--- src/rtl/fpu_arb_pkg.sv ---
// Shared constants and tag/issue records for the FP32 add/sub arbiter slice.
// Used by both the default round-robin build and the FPU_ARB_FIXED_PRIORITY_EN build.
package fpu_arb_pkg;

    localparam int FPU_DATA_W   = 32;
    localparam int FPU_LAT_DEF  = 3;
    localparam int FPU_ID_MAX_W = 3;

    // Tag id is sized for the largest supported requester count (8).
    typedef struct packed {
        logic                    valid;
        logic [FPU_ID_MAX_W-1:0] id;
    } fpu_tag_t;

    typedef struct packed {
        logic                  valid;
        logic [FPU_DATA_W-1:0] a;
        logic [FPU_DATA_W-1:0] b;
        logic                  sub;
    } fpu_issue_t;

endpackage

--- src/rtl/fpu_rr_arbiter.sv ---
// One-hot arbiter over N_REQ requests; round-robin from ptr_i by default.
// With FPU_ARB_FIXED_PRIORITY_EN defined it is a plain lowest-index priority encoder.
module fpu_rr_arbiter
#(
    parameter int N_REQ = 4,
    parameter int ID_W  = $clog2(N_REQ)
) (
    input  logic [N_REQ-1:0] req_i,
    input  logic             en_i,
`ifndef FPU_ARB_FIXED_PRIORITY_EN
    input  logic [ID_W-1:0]  ptr_i,
    output logic [ID_W-1:0]  ptr_next_o,
`endif
    output logic [N_REQ-1:0] gnt_o,
    output logic [ID_W-1:0]  gnt_id_o,
    output logic             gnt_valid_o
);

`ifdef FPU_ARB_FIXED_PRIORITY_EN
    // Scanning downward lets the lowest valid index make the final assignment.
    always_comb begin
        gnt_o       = '0;
        gnt_id_o    = '0;
        gnt_valid_o = 1'b0;
        for (int i = N_REQ - 1; i >= 0; i--) begin
            if (en_i && req_i[i]) begin
                gnt_o       = '0;
                gnt_o[i]    = 1'b1;
                gnt_id_o    = ID_W'(i);
                gnt_valid_o = 1'b1;
            end
        end
    end
`else
    // Scanning offsets downward leaves the nearest valid requester at/after ptr_i as winner.
    always_comb begin
        gnt_o       = '0;
        gnt_id_o    = '0;
        gnt_valid_o = 1'b0;
        for (int i = N_REQ - 1; i >= 0; i--) begin
            if (en_i && req_i[(int'(ptr_i) + i) % N_REQ]) begin
                gnt_o                              = '0;
                gnt_o[(int'(ptr_i) + i) % N_REQ]   = 1'b1;
                gnt_id_o                           = ID_W'((int'(ptr_i) + i) % N_REQ);
                gnt_valid_o                        = 1'b1;
            end
        end
    end

    always_comb begin
        ptr_next_o = ptr_i;
        if (gnt_valid_o) begin
            ptr_next_o = (gnt_id_o == ID_W'(N_REQ - 1)) ? '0 : gnt_id_o + ID_W'(1);
        end
    end
`endif

endmodule

--- src/rtl/fpu_addsub_arbiter.sv ---
// Shares one fixed-latency FP32 add/sub unit among N_REQ requesters and returns tagged results.
// Define FPU_ARB_FIXED_PRIORITY_EN for lowest-index-wins arbitration instead of round-robin.
module fpu_addsub_arbiter
    import fpu_arb_pkg::*;
#(
    parameter int N_REQ   = 4,
    parameter int DATA_W  = FPU_DATA_W,
    parameter int FPU_LAT = FPU_LAT_DEF,
    parameter int ID_W    = $clog2(N_REQ)
) (
    input  logic                         i_clk,
    input  logic                         i_rst,
    input  logic                         i_flush,
    input  logic [N_REQ-1:0]             i_req_valid,
    input  logic [N_REQ-1:0][DATA_W-1:0] i_req_a,
    input  logic [N_REQ-1:0][DATA_W-1:0] i_req_b,
    input  logic [N_REQ-1:0]             i_req_sub,
    output logic [N_REQ-1:0]             o_req_ready,
    output logic                         o_fpu_valid,
    output logic [DATA_W-1:0]            o_fpu_a,
    output logic [DATA_W-1:0]            o_fpu_b,
    output logic                         o_fpu_sub,
    input  logic [DATA_W-1:0]            i_fpu_result,
    output logic                         o_rsp_valid,
    output logic [ID_W-1:0]              o_rsp_id,
    output logic [DATA_W-1:0]            o_rsp_data,
    output logic                         o_busy
);

    logic [N_REQ-1:0]       gnt;
    logic [ID_W-1:0]        gntId;
    logic                   gntValid;
    logic                   arbEn;
    fpu_issue_t             issue_q;
    fpu_issue_t             issue_d;
    logic [ID_W-1:0]        issueId_q;
    fpu_tag_t [FPU_LAT-1:0] tag_q;
    fpu_tag_t               tagLast;
    logic                   tagAny;
    logic                   rspFire;
    logic                   rspValid_q;
    logic [ID_W-1:0]        rspId_q;
    logic [DATA_W-1:0]      rspData_q;

    assign arbEn = ~i_rst & ~i_flush;

`ifdef FPU_ARB_FIXED_PRIORITY_EN
    fpu_rr_arbiter #(
        .N_REQ (N_REQ),
        .ID_W  (ID_W)
    ) uArb (
        .req_i       (i_req_valid),
        .en_i        (arbEn),
        .gnt_o       (gnt),
        .gnt_id_o    (gntId),
        .gnt_valid_o (gntValid)
    );
`else
    logic [ID_W-1:0] ptr_q;
    logic [ID_W-1:0] ptr_d;

    fpu_rr_arbiter #(
        .N_REQ (N_REQ),
        .ID_W  (ID_W)
    ) uArb (
        .req_i       (i_req_valid),
        .en_i        (arbEn),
        .ptr_i       (ptr_q),
        .ptr_next_o  (ptr_d),
        .gnt_o       (gnt),
        .gnt_id_o    (gntId),
        .gnt_valid_o (gntValid)
    );

    always_ff @(posedge i_clk) begin
        if (i_rst) ptr_q <= '0;
        else       ptr_q <= ptr_d;
    end
`endif

    // Operand registers hold their last value when nothing is granted.
    always_comb begin
        issue_d       = issue_q;
        issue_d.valid = gntValid;
        if (gntValid) begin
            issue_d.a   = FPU_DATA_W'(i_req_a[gntId]);
            issue_d.b   = FPU_DATA_W'(i_req_b[gntId]);
            issue_d.sub = i_req_sub[gntId];
        end
    end

    assign tagLast = tag_q[FPU_LAT-1];

    always_comb begin
        tagAny = 1'b0;
        for (int s = 0; s < FPU_LAT; s++) tagAny = tagAny | tag_q[s].valid;
    end

    // Out-of-range ids can only come from corruption; never route them back to a requester.
    assign rspFire = tagLast.valid & ~i_flush & (int'(tagLast.id) < N_REQ);

    always_ff @(posedge i_clk) begin
        if (i_rst) begin
            issue_q    <= '0;
            issueId_q  <= '0;
            tag_q      <= '0;
            rspValid_q <= 1'b0;
            rspId_q    <= '0;
            rspData_q  <= '0;
        end else begin
            issue_q        <= issue_d;
            issueId_q      <= gntId;
            tag_q[0].valid <= issue_q.valid & ~i_flush;
            tag_q[0].id    <= FPU_ID_MAX_W'(issueId_q);
            for (int s = 1; s < FPU_LAT; s++) begin
                tag_q[s].valid <= tag_q[s-1].valid & ~i_flush;
                tag_q[s].id    <= tag_q[s-1].id;
            end
            rspValid_q <= rspFire;
            if (rspFire) begin
                rspId_q   <= ID_W'(tagLast.id);
                rspData_q <= i_fpu_result;
            end
        end
    end

    assign o_req_ready = gnt;
    assign o_fpu_valid = issue_q.valid;
    assign o_fpu_a     = DATA_W'(issue_q.a);
    assign o_fpu_b     = DATA_W'(issue_q.b);
    assign o_fpu_sub   = issue_q.sub;
    assign o_rsp_valid = rspValid_q;
    assign o_rsp_id    = rspId_q;
    assign o_rsp_data  = rspData_q;
    assign o_busy      = issue_q.valid | tagAny;

endmodule

--- config.mk ---
export PLATFORM = sky130hd
export DESIGN_NAME = fpu_addsub_arbiter
export DESIGN_NICKNAME = d
export VERILOG_FILES = /design/src/rtl/fpu_arb_pkg.sv /design/src/rtl/fpu_rr_arbiter.sv /design/src/rtl/fpu_addsub_arbiter.sv
export SDC_FILE = /design/constraint.sdc
export NUM_CORES = 1
export LEC_CHECK = 0
export CAP_MARGIN = 30
export CORE_AREA = 2 2 160 162
export DETAILED_ROUTE_END_ITERATION = 7
export DIE_AREA = 0 0 162 164
export GPL_ROUTABILITY_DRIVEN = 0
export HOLD_SLACK_MARGIN = 0.1
export PLACE_DENSITY_LB_ADDON = 0.2
export SETUP_SLACK_MARGIN = 0.5
export SLEW_MARGIN = 20
export SYNTH_ARGS = -nofsm -noshare
export SYNTH_HDL_FRONTEND = slang
export SYNTH_SLANG_ARGS = --single-unit
--- constraint.sdc ---
create_clock -name i_clk -period 3.89 [get_ports i_clk]
set_clock_uncertainty 0.1 [all_clocks]
set_input_delay 0.389 -clock i_clk [delete_from_list [all_inputs] [get_ports i_clk]]
set_output_delay 0.389 -clock i_clk [all_outputs]
set_load 0.02 [all_outputs]
After elaboration in Yosys (flattened, before gate mapping)
Cells that the tools add are included.
W data, S select, Z words.
Storage, ports and cells
  flip-flop bits (word level): 117
  word-level logic and storage cells: 94
  input port bits: 299
  output and inout bits: 106
Cells by class
  bitwise gates (word level): 14
  $add $sub $neg: 4
  eq/ne operators: 1
  magnitude comparators: 10
  mux-type cells: 38
  reduce and logical (&&, ||, !) cells: 11
Operators by type and width (number)
  $bmux W32 S2: 2
  $mux W32: 2
  $mux W1: 16
  $mux W4: 4
  $lt A3 B4 Y1 const B: 3
  $bmux W1 S2: 5
  $mux W2: 5
  $ge A3 B1 Y1 const B: 3
  $demux W1 S2: 4
  $logic_and A1 B1 Y1: 8
  $and A1 B1 Y1: 6
  $lt A2 B3 Y1 const B: 2
  $reduce_or A2 Y1: 3
  $add A2 B1 Y2 const B: 2
  $add A2 B2 Y2 const B: 2
  $and A1 B1 Y1 const A: 3
  $lt A3 B3 Y1 const B: 1
  $or A1 B1 Y1: 3
  $eq A2 B2 Y1 const B: 1
  $ge A2 B1 Y1 const B: 1
  $not A1 Y1: 2

Depth between registers and ports, before layout
  depth in word-level cells: 13
  gate-level depth with buffers: 14
  gate-level depth less buffers: 10

Modules after synthesis
From an unflattened synthesis, not the netlist that was laid out.
Second synthesis, totals
  cell total of the unflattened synthesis: 563
  area, all modules: 6085.8 um2
Modules (own cells, without submodules)
  fpu_addsub_arbiter: area each 5393.9 um2, cells each 472, seq. area each 2282.2 um2, times used 1
  fpu_rr_arbiter: area each 691.9 um2, cells each 91, seq. area each 0.0 um2, times used 1

Least setup slack after synthesis
Ideal clock, no wire load.
  path kind: reg-to-reg
  start point: register ptr_q[0]
  end point: register ptr_q[0]
  data arrival time: 3.043 ns
  stages on the path, launching flop included: 13
  setup slack: 0.677 ns
  library setup time: 0.070 ns
  cell sequence: dfxtp_1 -> buf_2 -> buf_2 -> inv_1 -> ha_1 -> buf_2 -> o41ai_1 -> clkinv_1 -> clkbuf_1 -> clkbuf_1 -> ha_1 -> or3_1 -> a21oi_1
On the way
  longest elaborated chain between the ends: 11
Ends and longest elaborated chain
  start: declaration: line fpu_addsub_arbiter.sv:59  | logic [ID_W-1:0] ptr_q;
  start signal: assignment: line fpu_addsub_arbiter.sv:77  | else ptr_q <= ptr_d;
  $add A2 B2 Y2: line fpu_rr_arbiter.sv:41, fpu_rr_arbiter.sv:44
  $bmux W1 S2: line fpu_rr_arbiter.sv:41  | if (en_i && req_i[(int'(ptr_i) + i) % N_REQ]) begin
  $mux W1 (implied by the code) (2 in series): line fpu_rr_arbiter.sv:41
  $logic_and A1 B1 Y1: line fpu_rr_arbiter.sv:41
  $mux W2 (3 in series): line fpu_rr_arbiter.sv:41
  $mux W2 *: line fpu_rr_arbiter.sv:41
  named net gntId[1]: line fpu_addsub_arbiter.sv:31  | logic [ID_W-1:0] gntId;
  $eq A2 B2 Y1 *: line fpu_rr_arbiter.sv:53  | ptr_next_o = (gnt_id_o == ID_W'(N_REQ - 1)) ? '0 : gnt_id_o + ID_W'(1);
  $mux W2 *: line fpu_rr_arbiter.sv:53
The timed path passes the listed nets; every way through them passes the cells marked *. The select of a mux whose other input is x is not followed.
A chain may end at the register's enable or synchronous reset.

Worst setup path in the final report
  start point: register ptr_q[1]
  end point: output o_req_ready[3]
On the way
  longest elaborated chain between the ends: 11
Ends and longest elaborated chain
  $add A2 B2 Y2: line fpu_rr_arbiter.sv:41, fpu_rr_arbiter.sv:43
  $reduce_or A2 Y1 (no line)
  $and A1 B1 Y1 (no line)
  $lt A3 B4 Y1 (implied by the code) / $ge A3 B1 Y1 (equally long branches): line fpu_rr_arbiter.sv:43  | gnt_o[(int'(ptr_i) + i) % N_REQ] = 1'b1;
  $logic_and A1 B1 Y1 (implied by the code): line fpu_rr_arbiter.sv:43
  $mux W1 (implied by the code): line fpu_rr_arbiter.sv:43
  $demux W1 S2
  $mux W4 (3 in series): line fpu_rr_arbiter.sv:41
  $mux W4 *: line fpu_rr_arbiter.sv:41
  end: declaration: line fpu_addsub_arbiter.sv:18  | output logic [N_REQ-1:0] o_req_ready,
Every way passes the cells marked *; elsewhere a longest branch is shown, timed or not. The select of a mux whose other input is x is not followed.

==> impl_metrics.json <==
{
  "status": "completed",
  "worst_pin_slew_ps": 782.3,
  "crit_slowest_cell": "dfxtp_2",
  "post-synth-top-area-cell": "dfxtp_1",
  "worstSkewPairLatency_ps": 410,
  "final-hold-violation-count": 0,
  "cp_max_fo": 12,
  "power_density_mw_per_mm2": 334.7,
  "clk_pin_slew_worst_paths_ps": 60,
  "final_cells": 1633,
  "ys_ff_latch": 114,
  "start_util": 0.2846,
  "switchingPower_mw": 1.239,
  "setup_viol_count_final": 0,
  "drtPass1Iterations": 8,
  "ant_nets": 0,
  "drv_cap": 0,
  "post-cts-setup-buffers": 0,
  "vias": 8995,
  "path_cells": "inv_1 > ha_2 > nand3b_1 > a21oi_4 > a22oi_1 > o21ai_0 > mux2_2 > dlygate4sd2_1",
  "async_flop_share": 0,
  "switching_share": 0.3067,
  "register_area_mm2": 0.002283,
  "dpl.hpwl_mm": 22.27,
  "multi_input_comb_area_mm2": 0.004394,
  "period_minus_slack_ps": 3149,
  "maxSlewHeadroom": 0.4784,
  "finalMaxSlewViolations": 0,
  "fin_setup_tns_ps": 0,
  "fp-row-count": 58,
  "synth_top_family_by_area": "simple AND/OR/NAND/NOR gates",
  "die_w_um": 162,
  "r2r_setup_slack_ps": 800,
  "synthAdderAreaFrac": 0.01594,
  "p_int_mw": 2.802,
  "overflow": 0,
  "yosys_warnings": 0,
  "cts_tree": "done",
  "nNetsFinal": 1597,
  "peakVddDrop_v": 0.0002286,
  "htreeDepth": 4,
  "arrival_ps": 2660,
  "grt_pass1_vias": 8547,
  "synth-simple-area-share": 0.2944,
  "crit_required_ps": 3400,
  "grt_use_total": 0.2296,
  "grt_max_degree": 90,
  "wl_per_cell_um": 19.64,
  "fmax_ghz": 0.3176,
  "post-synth-top-area-fraction": 0.3231,
  "fill_cells": 2415,
  "drt_iter0_drc": 728,
  "critPathMaxStageDelay_ps": 450,
  "synthFlopType": "dfxtp_1",
  "drive_gt1_frac": 0.07527,
  "rsz0062_at_grt": "false",
  "numCtsBuffers": 17,
  "port_buffers": 404,
  "ys_seq_area_frac": 0.3231,
  "critPathKind": "reg2out",
  "post-route-period-util": 0.8094,
  "cts_sinks": 114,
  "core_mm2": 0.02482,
  "dieArea_mm2": 0.02657,
  "pwr-share-comb": 0.289,
  "synth_xor_xnor_area_share": 0,
  "hp-class": "reg2reg",
  "die_h_um": 164,
  "syn_inst": 940,
  "clockBufferDepth": 2,
  "avgSynthCellArea_um2": 7.514,
  "synthToLayoutAreaGrowth_pct": 70.95,
  "via_per_inst": 5.508,
  "syn_nets": 1248,
  "synth_mux_area_frac": 0.02037,
  "root_buffer": "clkbuf_16",
  "end_kind": "primary output",
  "grt_pass1_wl_mm": 48.08,
  "routed_wl_mm": 32.07,
  "critPathLaunchType": "register",
  "power.leakage_nw": 4.335,
  "yosysUniqueCellTypes": 48,
  "synth_edf_count": 0,
  "antenna_found_initial": 1,
  "io_pins": 405,
  "placed_cells": 1600,
  "clkPwrFrac": 0.379,
  "drc": 0,
  "seqPwrFrac": 0.332,
  "synth_area_leaders": "dfxtp_1 (32%), a32oi_1 (7.9%), nand3_1 (7.4%), nand2_1 (7.3%), a22oi_1 (7.2%)",
  "syn_area_mm2": 0.007063,
  "synth_compound_area_frac": 0.2824
}
[layout make-up]
type / count / area share
Clock inverter: 14 / 0.01057
Timing Repair Buffer: 438 / 0.3630
Multi-Input combinational cell: 710 / 0.3639
Tap cell: 330 / 0.03420
Antenna cell: 1 / 0.0002073
Sequential cell: 114 / 0.1891
Clock buffer: 18 / 0.03637
Inverter: 8 / 0.002591
[worst paths after layout]
check	from	endpoint	depth (start not counted)
worst min-delay path	tag_q[0]	tag_q[4]	1
worst max-delay path	ptr_q[1]	o_req_ready[3]	8
worst min register to register	tag_q[0]	tag_q[4]	1
worst max register to register	ptr_q[1]	o_fpu_b[16]	10
[cell usage after synthesis, types with 6 or more instances]
cell type  instances
a22oi_1           68
a32oi_1           64
nand2_1          138
nor2_1             9
a31oi_1           59
mux2_2             9
nor2b_1            9
dfxtp_1          114
a21oi_1           71
ha_1               9
clkbuf_1          92
nor3_1            31
nand3_1          104
buf_2              9
buf_1              6
and3_1            59
inv_1              6
and4_1            34
[routing by layer]
metal / global-route usage / share of wire
met2: 0.3828 / 0.49
met5: 0 / 0
met1: 0.2865 / 0.41
met4: 0.09171 / 0.032
met3: 0.05404 / 0.075
[layout by cell type (no fill, tap or decap), drive strengths merged, types with 11 or more instances in the layout]
master / count
clkdlybuf4s50: 399
nand2: 138
dfxtp: 114
nand3: 104
a21oi: 71
a22oi: 68
a32oi: 64
and3: 59
a31oi: 59
buf: 35
and4: 34
nor3: 31
clkbuf: 18
inv: 11
[worst max-delay path: cells and delay by family, from the launching register on]
family | cells | cell delay, ps
DFF | 1 | 450
muxes | 1 | 180
AOI/OAI and AO/OA | 3 | 520
buffers and inverters | 2 | 490
adders and majority gates | 1 | 370
and+or+nand+nor | 1 | 240
[logic make-up after synthesis]
logic type | count (synthesis)
AOI/OAI and AO/OA | 286
adders and majority gates | 9
buffers and inverters | 116
DFF | 114
muxes | 12
and+or+nand+nor | 403
[state kept, by name, summed over array words and instances, names as in the netlist]
register     flops
issueId_q        2
o_fpu_a         32
o_fpu_b         32
o_fpu_sub        1
o_fpu_valid      1
o_rsp_data      32
o_rsp_id         2
o_rsp_valid      1
ptr_q            2
tagLast          3
tag_q            6
[power by group through the flow]
stage / Clock [mW] / Sequential [mW] / Combinational [mW]
5_1_grt: 1.63 / 1.35 / 1.24
3_5_place_dp: 0 / 1.36 / 1.16
6_report: 1.53 / 1.34 / 1.17
4_1_cts: 1.57 / 1.34 / 1.17
3_3_place_gp: 0 / 1.37 / 1.16
2_1_floorplan: 0 / 1.48 / 0.368
[through the flow]
step                cell area (µm²)  hold WS (ps)    util  setup WS [ps]  total power, mW
finish                        12070         327.5  0.4865          741.4            4.042
CTS                           12060         334.2  0.4859          502.7            4.078
floorplan                      7063         313.8       -          676.9            1.843
detailed placement            11470         323.9  0.4623          458.9            2.520
global route                  12070         358.7  0.4864          568.2            4.228
global placement              11460         318.1  0.4618          485.5            2.521
[repair_timing]
item	in CTS	in global routing
endpoints found under the setup margin	4	4
resized for setup	6	4
hold buffers	0	0
Note: power is estimated with default switching activity, not from simulation.
